==> src/rtl/fir_sample_packer.sv <==
// fir_sample_packer: collects P_SAMPLES multi-channel samples into one wide
// output beat. The k-th sample of a group lands in lane P_SAMPLES-1-k, so
// lane 0 holds the newest sample and lane P_SAMPLES-1 the oldest.
//
// Optional feature: define FIR_PACKER_FLUSH_EN to add a 'flush' input that
// closes a partial group early, with the unfilled lanes left at zero.
//
// Ports:
//   clk       sole clock, rising edge
//   nrst      asynchronous active-low reset
//   flush     (FIR_PACKER_FLUSH_EN only) single-cycle partial-group close
//   s_tvalid  input sample valid
//   s_tready  input sample accepted when high together with s_tvalid
//   s_tdata   one sample per channel; channel c at [c*DATA_WIDTH +: DATA_WIDTH]
//   m_tvalid  packed beat valid
//   m_tready  downstream accepts the beat
//   m_tdata   packed beat; channel c lane j at
//             [(c*P_SAMPLES+j)*DATA_WIDTH +: DATA_WIDTH]
module fir_sample_packer #(
  parameter int unsigned DATA_WIDTH = 16,
  parameter int unsigned CHANNELS   = 2,
  parameter int unsigned P_SAMPLES  = 8
) (
  input  logic                                     clk,
  input  logic                                     nrst,
`ifdef FIR_PACKER_FLUSH_EN
  input  logic                                     flush,
`endif
  input  logic                                     s_tvalid,
  output logic                                     s_tready,
  input  logic [CHANNELS*DATA_WIDTH-1:0]           s_tdata,
  output logic                                     m_tvalid,
  input  logic                                     m_tready,
  output logic [CHANNELS*P_SAMPLES*DATA_WIDTH-1:0] m_tdata
);

  localparam int unsigned BEAT_W = CHANNELS * P_SAMPLES * DATA_WIDTH;
  localparam int unsigned CNT_W  = $clog2(P_SAMPLES + 1);
  localparam logic [CNT_W-1:0] CNT_FULL = CNT_W'(P_SAMPLES);

  logic [CNT_W-1:0]  count_q, count_d;
  logic [BEAT_W-1:0] asm_q, asm_d;
  logic [BEAT_W-1:0] out_q, out_d;
  logic              valid_q, valid_d;

  logic              accept;
  logic              out_free;
  logic              flush_fire;
  logic              complete;
  logic [CNT_W-1:0]  post_count;
  logic [BEAT_W-1:0] beat;

  // Ready only reflects registered fill state and reset.
  assign s_tready = nrst && (count_q < CNT_FULL);
  assign m_tvalid = valid_q;
  assign m_tdata  = out_q;

  // State registers.
  always_ff @(posedge clk or negedge nrst) begin
    if (!nrst) begin
      count_q <= '0;
      asm_q   <= '0;
      out_q   <= '0;
      valid_q <= 1'b0;
    end else begin
      count_q <= count_d;
      asm_q   <= asm_d;
      out_q   <= out_d;
      valid_q <= valid_d;
    end
  end

  // Next-state: assemble the incoming sample, then decide whether the beat
  // (fresh or already pending) moves to the output register this edge.
  always_comb begin
    accept     = s_tvalid && s_tready;
    out_free   = !valid_q || m_tready;
    // A new group starts from all-zero lanes so flushed beats pad with zeros.
    beat       = (count_q == '0) ? '0 : asm_q;
    post_count = count_q;
    flush_fire = 1'b0;
    complete   = 1'b0;
    count_d    = count_q;
    asm_d      = asm_q;
    out_d      = out_q;
    valid_d    = valid_q;

    if (accept) begin
      for (int unsigned c = 0; c < CHANNELS; c++) begin
        for (int unsigned j = 0; j < P_SAMPLES; j++) begin
          if (count_q == CNT_W'(P_SAMPLES - 1 - j)) begin
            beat[(c*P_SAMPLES + j)*DATA_WIDTH +: DATA_WIDTH] =
              s_tdata[c*DATA_WIDTH +: DATA_WIDTH];
          end
        end
      end
      post_count = count_q + CNT_W'(1);
    end

`ifdef FIR_PACKER_FLUSH_EN
    flush_fire = flush && (post_count != '0) && (post_count != CNT_FULL);
`endif

    // A held full beat (count already full) also takes this path.
    complete = (post_count == CNT_FULL) || flush_fire;

    count_d = post_count;
    asm_d   = beat;

    // Drain: output empties unless a new beat replaces it below.
    if (valid_q && m_tready) begin
      valid_d = 1'b0;
      out_d   = '0;
    end

    if (complete && out_free) begin
      out_d   = beat;
      valid_d = 1'b1;
      count_d = '0;
      asm_d   = '0;
    end else if (complete) begin
      count_d = CNT_FULL;
    end
  end

endmodule

==> config.mk <==
export PLATFORM = sky130hd
export DESIGN_NAME = fir_sample_packer
export DESIGN_NICKNAME = d
export VERILOG_FILES = /design/src/rtl/fir_sample_packer.sv
export SDC_FILE = /design/constraint.sdc
export NUM_CORES = 1
export LEC_CHECK = 0
export ABC_AREA = 1
export CAP_MARGIN = 15
export CORE_MARGIN = 10
export CORE_UTILIZATION = 60
export DETAILED_ROUTE_END_ITERATION = 10
export GPL_TIMING_DRIVEN = 0
export PLACE_DENSITY_LB_ADDON = 0.2
export RECOVER_POWER = 100
export SLEW_MARGIN = 20
export SYNTH_ARGS = -nofsm -noshare
export SYNTH_HDL_FRONTEND = slang
export SYNTH_SLANG_ARGS = --single-unit
export TNS_END_PERCENT = 5
==> constraint.sdc <==
create_clock -name clk -period 2.6 [get_ports clk]
set_input_delay 0.65 -clock clk [delete_from_list [all_inputs] [get_ports clk]]
set_output_delay 0.65 -clock clk [all_outputs]
set_load 0.02 [all_outputs]
==> results.cfg, run 1 <==
[placed_design]
place_worst_setup_slack_ns = -1.17
detailed_place_hpwl_um = 51300
port-buffer-count = 261
gp_routability_congestion = 0.906
dpl_cell_area_um2 = 26500

[timing]
upper_clock_frequency_limit_ghz = 0.400
min_period_ns = 2.50
final.setup_skew_ns = 0.0163
drv_slew = 243
unrepaired_setup_endpoints_after_global_routing = false
timing.final.hold_violations = 0
setup_viol = 0
slew-limit-headroom_pct = -55.9
fin_crit_sh_pct = 96.1
tightest_slew_ns = 2.34
worst_slack_ns = 0.101

[clock_network]
postCtsSetupBuffers = 0
cts.sink_count = 517
cts_max_path_buffers = 3
clock_insertion_delay_worst_skew_ns = 0.60
clk_pin_slew_ns = 0.06
root_buffer = sky130_fd_sc_hd__clkbuf_16
cts_max_level = 2
cts_tree = done
cts-buffers-inserted = 52

[outcome]
outcome = complete, but fails checks
violated_checks = max-capacitance violations, max-slew violations

[logic_synthesis]
ys_ff_latch = 517
top_ff_cell_synth = sky130_fd_sc_hd__dfrtp_1
share_of_flip_flops_with_an_asynchronous_set_or_reset_pct = 100
share_of_synthesized_area_occupied_by_flip_flops_and_latches_pct = 56.0
synthesis.nets = 2906
netlist_area_um2 = 23100
yosys_warnings = 0
number_of_enable_type_register_cells_in_the_synthesized_netlist = 0
synth.avg_cell_area_um2 = 8.07
yosys.cell_types.count = 22
syn_inst = 2866

[worst_setup_path]
crit_path_end_kind = flip-flop
origin_of_the_worst_setup_path = s_tvalid
setup.worst_path.class = input port to flip-flop
worstSetupStartpointType = input port
worst_ep_required_time_ns = 3.12
path_max_fanout = 10
cp_data_arrival_time_ns = 3.02
timing.rr.start = count_q[0]$_DFF_PN0_

[floorplan]
die_w_um = 216
num_io_pins = 294
floorplan.rows = 71
core_area_um2 = 37800
initial_core_util_pct = 61.1
floorplan.die_area_um2 = 46800
dieHeight_um = 216

[detailed_routing]
wire_per_inst_um = 20.0
remaining_drc_errors = 0
drt-pass1-iter-count = 8
drt-initial-drc-count = 2505
routed_via_density = 5.71
drt_wl_total_um = 74700
detail-route-antenna-nets = 0
via_count = 21300

[power_and_ir_drop]
worst_ir_drop_vdd_uv = 737
static_leak_nw = 16.5
fin_total_pwr_mw = 31.7
p_per_area_nw_per_um2 = 1130

[final_layout]
final.fill_count = 2838
drive_gt1_share_pct = 7.42
finalNetCount = 3229
area.growth.synth_to_final_pct = 21.7
final_cell_area_um2 = 28100
layout.core_utilization_pct = 74.3
multiInputGateArea_um2 = 7830
layout.area.seq_um2 = 12900

[grt]
via_count_of_the_first_global_routing_pass = 20800
first_pass_grt_wire_length_um = 116000
grt_antenna_before_repair = 2
globalRouteTotalUtil_pct = 31.3
pin_count_of_the_biggest_net_entering_global_routing = 106
globalRouteOverflowTotal = 0

[worst_hold_path]
holdCritPathClass = input port to asynchronous set/reset pin

[job]
max_cap_violations = 4
-- per-stage QoR --
step	hold WS (ns)	setup TNS, ns	instances
after floorplan	0.354	0	2866
after global placement	0.482	-	3638
after detailed placement	0.487	-430.15	3643
after CTS	0.0247	0	3734
after global routing	0.0868	0	3735
final	0.0705	0	3736
-- power by group --
part | switching [mW] | internal (mW) | total [mW] | leakage [nW]
clock network | 3.17 | 4.55 | 7.72 | 0.850
registers | 1.33 | 10.6 | 12.0 | 7.12
logic | 7.93 | 4.12 | 12.1 | 8.56
-- cells by family after synthesis --
kind of cell,after synthesis,synth area share (%)
fa+ha+maj,4,0.216
flops,517,56.0
simple gates,1573,28.7
compound gates,226,4.89
buf+inv,546,10.2
-- placed cells by master, fill, tap and decap left out, drive strengths merged --
cell	synthesis	routed
nor3	1	1
inv	299	299
o21ai	225	225
nor2	13	13
clkbuf	107	229
dlygate4sd3	0	257
dfrtp	517	517
clkinv	0	10
buf	140	96
nand2	1005	1005
bufinv	0	6
nand3	553	553
clkdlybuf4s50	0	2
a21oi	1	1
dlygate4sd2	0	1
clkinvlp	0	3
nand4	1	1
ha	4	4
diode	0	2
-- cell type report --
| cell class | count | share of cell area (%) |
|---|---|---|
| sequential | 517 | 46.0 |
| multi-input combinational | 1803 | 27.8 |
| timing repair buffer | 269 | 9.59 |
| clock buffer | 69 | 5.25 |
| buffer | 247 | 4.14 |
| inverter | 299 | 3.99 |
| tap | 511 | 2.27 |
| clock inverter | 19 | 0.899 |
| antenna | 2 | 0.0178 |
-- cell usage after synthesis, types with 2 or more instances --
cell                       number  share of area (%)
sky130_fd_sc_hd__o21ai_0      214                4.6
sky130_fd_sc_hd__buf_4         35                1.1
sky130_fd_sc_hd__inv_1        297                4.8
sky130_fd_sc_hd__nor2_1         6              0.097
sky130_fd_sc_hd__buf_6          4               0.19
sky130_fd_sc_hd__inv_2          2              0.032
sky130_fd_sc_hd__buf_1         15               0.24
sky130_fd_sc_hd__nand2_1     1004                 16
sky130_fd_sc_hd__buf_2         86                1.9
sky130_fd_sc_hd__nor2_2         5               0.14
sky130_fd_sc_hd__dfrtp_1      517                 56
sky130_fd_sc_hd__clkbuf_2      30               0.65
sky130_fd_sc_hd__nor2_4         2              0.097
sky130_fd_sc_hd__ha_1           4               0.22
sky130_fd_sc_hd__o21ai_1       11               0.24
sky130_fd_sc_hd__clkbuf_1      77                1.3
sky130_fd_sc_hd__nand3_1      552                 12
-- state kept, by name, indices dropped and copies added, names as in the netlist --
name,cells
asm_q,256
m_tvalid,1
m_tdata,256
count_q,4
-- metal layers --
layer  routed length (um)  GRT usage [%]  share of wire [%]
met1                28500           40.1                 38
met4                 3330           13.8                4.5
met5                    0              0                  0
met2                34900           50.0                 47
met3                 8000           7.14                 11
-- worst max-delay path, stage by stage --
cell and delay [ns]:
sky130_fd_sc_hd__clkdlybuf4s50_1 0.61, sky130_fd_sc_hd__nand3_2 0.20, sky130_fd_sc_hd__nand2_1 0.10, sky130_fd_sc_hd__nand2_1 0.09, sky130_fd_sc_hd__inv_1 0.07, sky130_fd_sc_hd__nand2_1 0.10
sky130_fd_sc_hd__nor2_4 0.18, sky130_fd_sc_hd__clkbuf_2 0.44, sky130_fd_sc_hd__clkbuf_2 0.31, sky130_fd_sc_hd__nand3_1 0.16, sky130_fd_sc_hd__nand2_1 0.12
-- what timing repair did --
item,4_1_cts,5_1_grt
setup endpoints to repair,507,2
gates resized for setup,6,2
cloned,2,0
hold buffers,1,0
pin swaps,0,0
hold endpoints to repair,34,0
-- worst paths after layout --
| check | endpoint | slack [ns] | cells after the start |
|---|---|---|---|
| worst max-delay path | m_tdata[111]$_DFFE_PN0P_ | 0.10 | 11 |
| worst min-delay path | asm_q[168]$_DFF_PN0_ | 0.07 | 2 |
| worst max register to register | m_tdata[111]$_DFFE_PN0P_ | 0.12 | 12 |
| worst min register to register | m_tdata[70]$_DFFE_PN0P_ | 0.49 | 2 |
| max in group asynchronous | asm_q[191]$_DFF_PN0_ | 0.43 | 3 |
| min in group clk | count_q[1]$_DFF_PN0_ | 0.42 | 3 |
No activity file was read; power rests on OpenSTA's default activity.
==> run 2, diff against run 1 <==
Settings changed: CELL_PAD_IN_SITES_DETAIL_PLACEMENT from default to 2, CELL_PAD_IN_SITES_GLOBAL_PLACEMENT from default to 2, CORE_UTILIZATION 60 to 35.
==> run 2 against run 1 <==
Against the previous run: flip-flop and latch count stayed put; highest routed layer unchanged; worst hold slack worse by 0.047 ns; clock power increased by 19%; first-iteration DRC count decreased by 53%; maximum frequency down 2.7%; register-to-register slack barely moved; via count is 0.33% higher; clock skew down 0.0044 ns; the flow now finishes without violations; power rose by 7.7%; utilization fell by 30 points.
==> results.cfg, run 2 (synthesis gave the netlist of run 1 again) <==
[detailed_routing]
drt-pass1-iter-count = 5
routed_via_density = 5.21
drt-initial-drc-count = 1179
wire_per_inst_um = 24.1
via_count = 21400
remaining_drc_errors = 0
drt_wl_total_um = 99100
detail-route-antenna-nets = 0

[grt]
grt_antenna_before_repair = 0
globalRouteTotalUtil_pct = 25.1
via_count_of_the_first_global_routing_pass = 24200
globalRouteOverflowTotal = 0
pin_count_of_the_biggest_net_entering_global_routing = 98
first_pass_grt_wire_length_um = 150000

[power_and_ir_drop]
fin_total_pwr_mw = 34.2
p_per_area_nw_per_um2 = 1170
static_leak_nw = 16.7
worst_ir_drop_vdd_uv = 731

[worst_setup_path]
timing.rr.start = count_q[0]$_DFF_PN0_
cp_data_arrival_time_ns = 3.08
r2r_cells = 8
crit_cells = 10
rr_endpoint = m_tdata[208]$_DFFE_PN0P_
end_point_of_the_critical_path = m_tdata[208]$_DFFE_PN0P_
max_stage_delay_ns = 0.51
worst_ep_required_time_ns = 3.11
worstSetupStartpointType = input port
worst_path_max_delay_cell = sky130_fd_sc_hd__nor2_2
timing.reg2reg.setup_slack_ns = 0.11
path_max_fanout = 44
setup.worst_path.class = input port to flip-flop
cp_num_buf_inv = 4
origin_of_the_worst_setup_path = nrst
crit_path_cell_trace = buf_16 -> buf_16 -> inv_1 -> nor2_4 -> nand3_1 -> nor2_2 -> clkbuf_1 -> o21ai_0 -> nand3_1 -> nand2_1
cp_top_family = simple AND/OR/NAND/NOR gates
crit_path_end_kind = flip-flop

[timing]
hold-worst-slack_ns = 0.0235
final.setup_skew_ns = 0.0119
upper_clock_frequency_limit_ghz = 0.389
fin_crit_sh_pct = 98.8
min_period_ns = 2.57
slew-limit-headroom_pct = 21.7
tightest_slew_ns = 1.17
setup_viol = 0
drv_slew = 0
timing.final.hold_violations = 0
unrepaired_setup_endpoints_after_global_routing = true
worst_slack_ns = 0.0313

[clock_network]
cts-buffers-inserted = 59
clock_insertion_delay_worst_skew_ns = 0.63
clk_pin_slew_ns = 0.06
root_buffer = sky130_fd_sc_hd__clkbuf_16
cts.sink_count = 517
cts_max_level = 2
cts_max_path_buffers = 3
cts_tree = done

[final_layout]
final_cell_area_um2 = 29200
multiInputGateArea_um2 = 7840
antenna_cells = 0
leading_cell_type_in_the_layout_fill_and_taps_excluded = sky130_fd_sc_hd__nand2_1
final.fill_count = 7279
area.growth.synth_to_final_pct = 26.5
drive_gt1_share_pct = 8.75
layout.core_utilization_pct = 44.5
finalNetCount = 3239
mostFrequentLayoutCells = sky130_fd_sc_hd__nand2_1 (1005), sky130_fd_sc_hd__nand3_1 (552), sky130_fd_sc_hd__dfrtp_1 (517)
layout.area.seq_um2 = 12900

[placed_design]
detailed_place_hpwl_um = 67500
dpl_cell_area_um2 = 27000
port-buffer-count = 261
gp_routability_congestion = 0.815
place_worst_setup_slack_ns = -1.72

[floorplan]
dieHeight_um = 277
floorplan.rows = 94
die_w_um = 277
core_area_um2 = 65600
floorplan.die_area_um2 = 76700
num_io_pins = 294
initial_core_util_pct = 35.2

[worst_hold_path]
holdCritPathClass = input port to asynchronous set/reset pin

[outcome]
outcome = completed

[job]
max_cap_violations = 0
==> run 2: cell count changes in the layout (fill, tap and decap cells not counted), sizes merged <==
| cell | delta |
|---|---|
| clkdlybuf4s50 | +57 |
| clkbuf | -29 |
| clkinv | -2 |
| dlygate4sd3 | -56 |
| diode | -2 |
| clkinvlp | -1 |
| bufbuf | +2 |
| bufinv | +3 |
| buf | +48 |
==> run 2: per-layer routing <==
metal  vias up  part of all wire (%)  GRT usage, %  wire length (um)
met5         -                     0             0                 0
met4         0                   3.8          9.59              3800
met1     11100                    40          29.8             40100
met2       505                    51          44.7             50700
met3       191                   4.6          4.22              4570
li1       9631                     -             -                 -
==> run 2: metrics by stage <==
step,instances,setup TNS (ns)
after floorplan,2866,0
after global placement,3991,-
after detailed placement,3996,-589.07
after CTS,4109,0
after global routing,4109,-0.969
final,4109,0
==> run 2: worst min path at each step <==
stage	to	start	slack, ns
2_1_floorplan	asm_q[0]$_DFF_PN0_	nrst	0.35
3_3_place_gp	m_tdata[171]$_DFFE_PN0P_	m_tdata[171]$_DFFE_PN0P_	0.49
3_5_place_dp	m_tdata[27]$_DFFE_PN0P_	m_tdata[27]$_DFFE_PN0P_	0.49
4_1_cts	m_tdata[40]$_DFFE_PN0P_	nrst	0.007
5_1_grt	m_tdata[40]$_DFFE_PN0P_	nrst	0.03
6_report	m_tdata[40]$_DFFE_PN0P_	nrst	0.02
==> run 2: area by class of cell <==
type / instances / share of cell area, %
plain buffers: 246 / 4.25
clock buffers: 88 / 6.18
clock inverters: 19 / 1.13
inverters: 299 / 3.84
multi-input cells: 1803 / 26.8
flip-flops and latches: 517 / 44.3
well taps: 864 / 3.70
repair buffers: 273 / 9.86
==> run 2: power by group <==
part	switching, mW	total (mW)	internal (mW)
Clock	3.55	9.20	5.66
Sequential	1.49	12.1	10.6
Combinational	8.50	12.8	4.34
==> run 2: worst register-to-register path: stages (launching register included) <==
cell and delay, ns:
sky130_fd_sc_hd__dfrtp_1 0.44, sky130_fd_sc_hd__inv_1 0.13, sky130_fd_sc_hd__ha_1 0.17, sky130_fd_sc_hd__nand3_1 0.13, sky130_fd_sc_hd__nor2_2 0.51, sky130_fd_sc_hd__clkbuf_1 0.50
sky130_fd_sc_hd__o21ai_0 0.25, sky130_fd_sc_hd__nand3_1 0.18, sky130_fd_sc_hd__nand2_1 0.08
==> run 2: repair_timing <==
action                                 in CTS  in global routing
pin swaps                                   1                  0
setup endpoints to repair                 515                 58
hold buffers                                2                  0
buffers inserted                            2                  0
resized for setup                          12                  8
gates cloned                                3                  0
endpoints found under the hold margin      68                  0
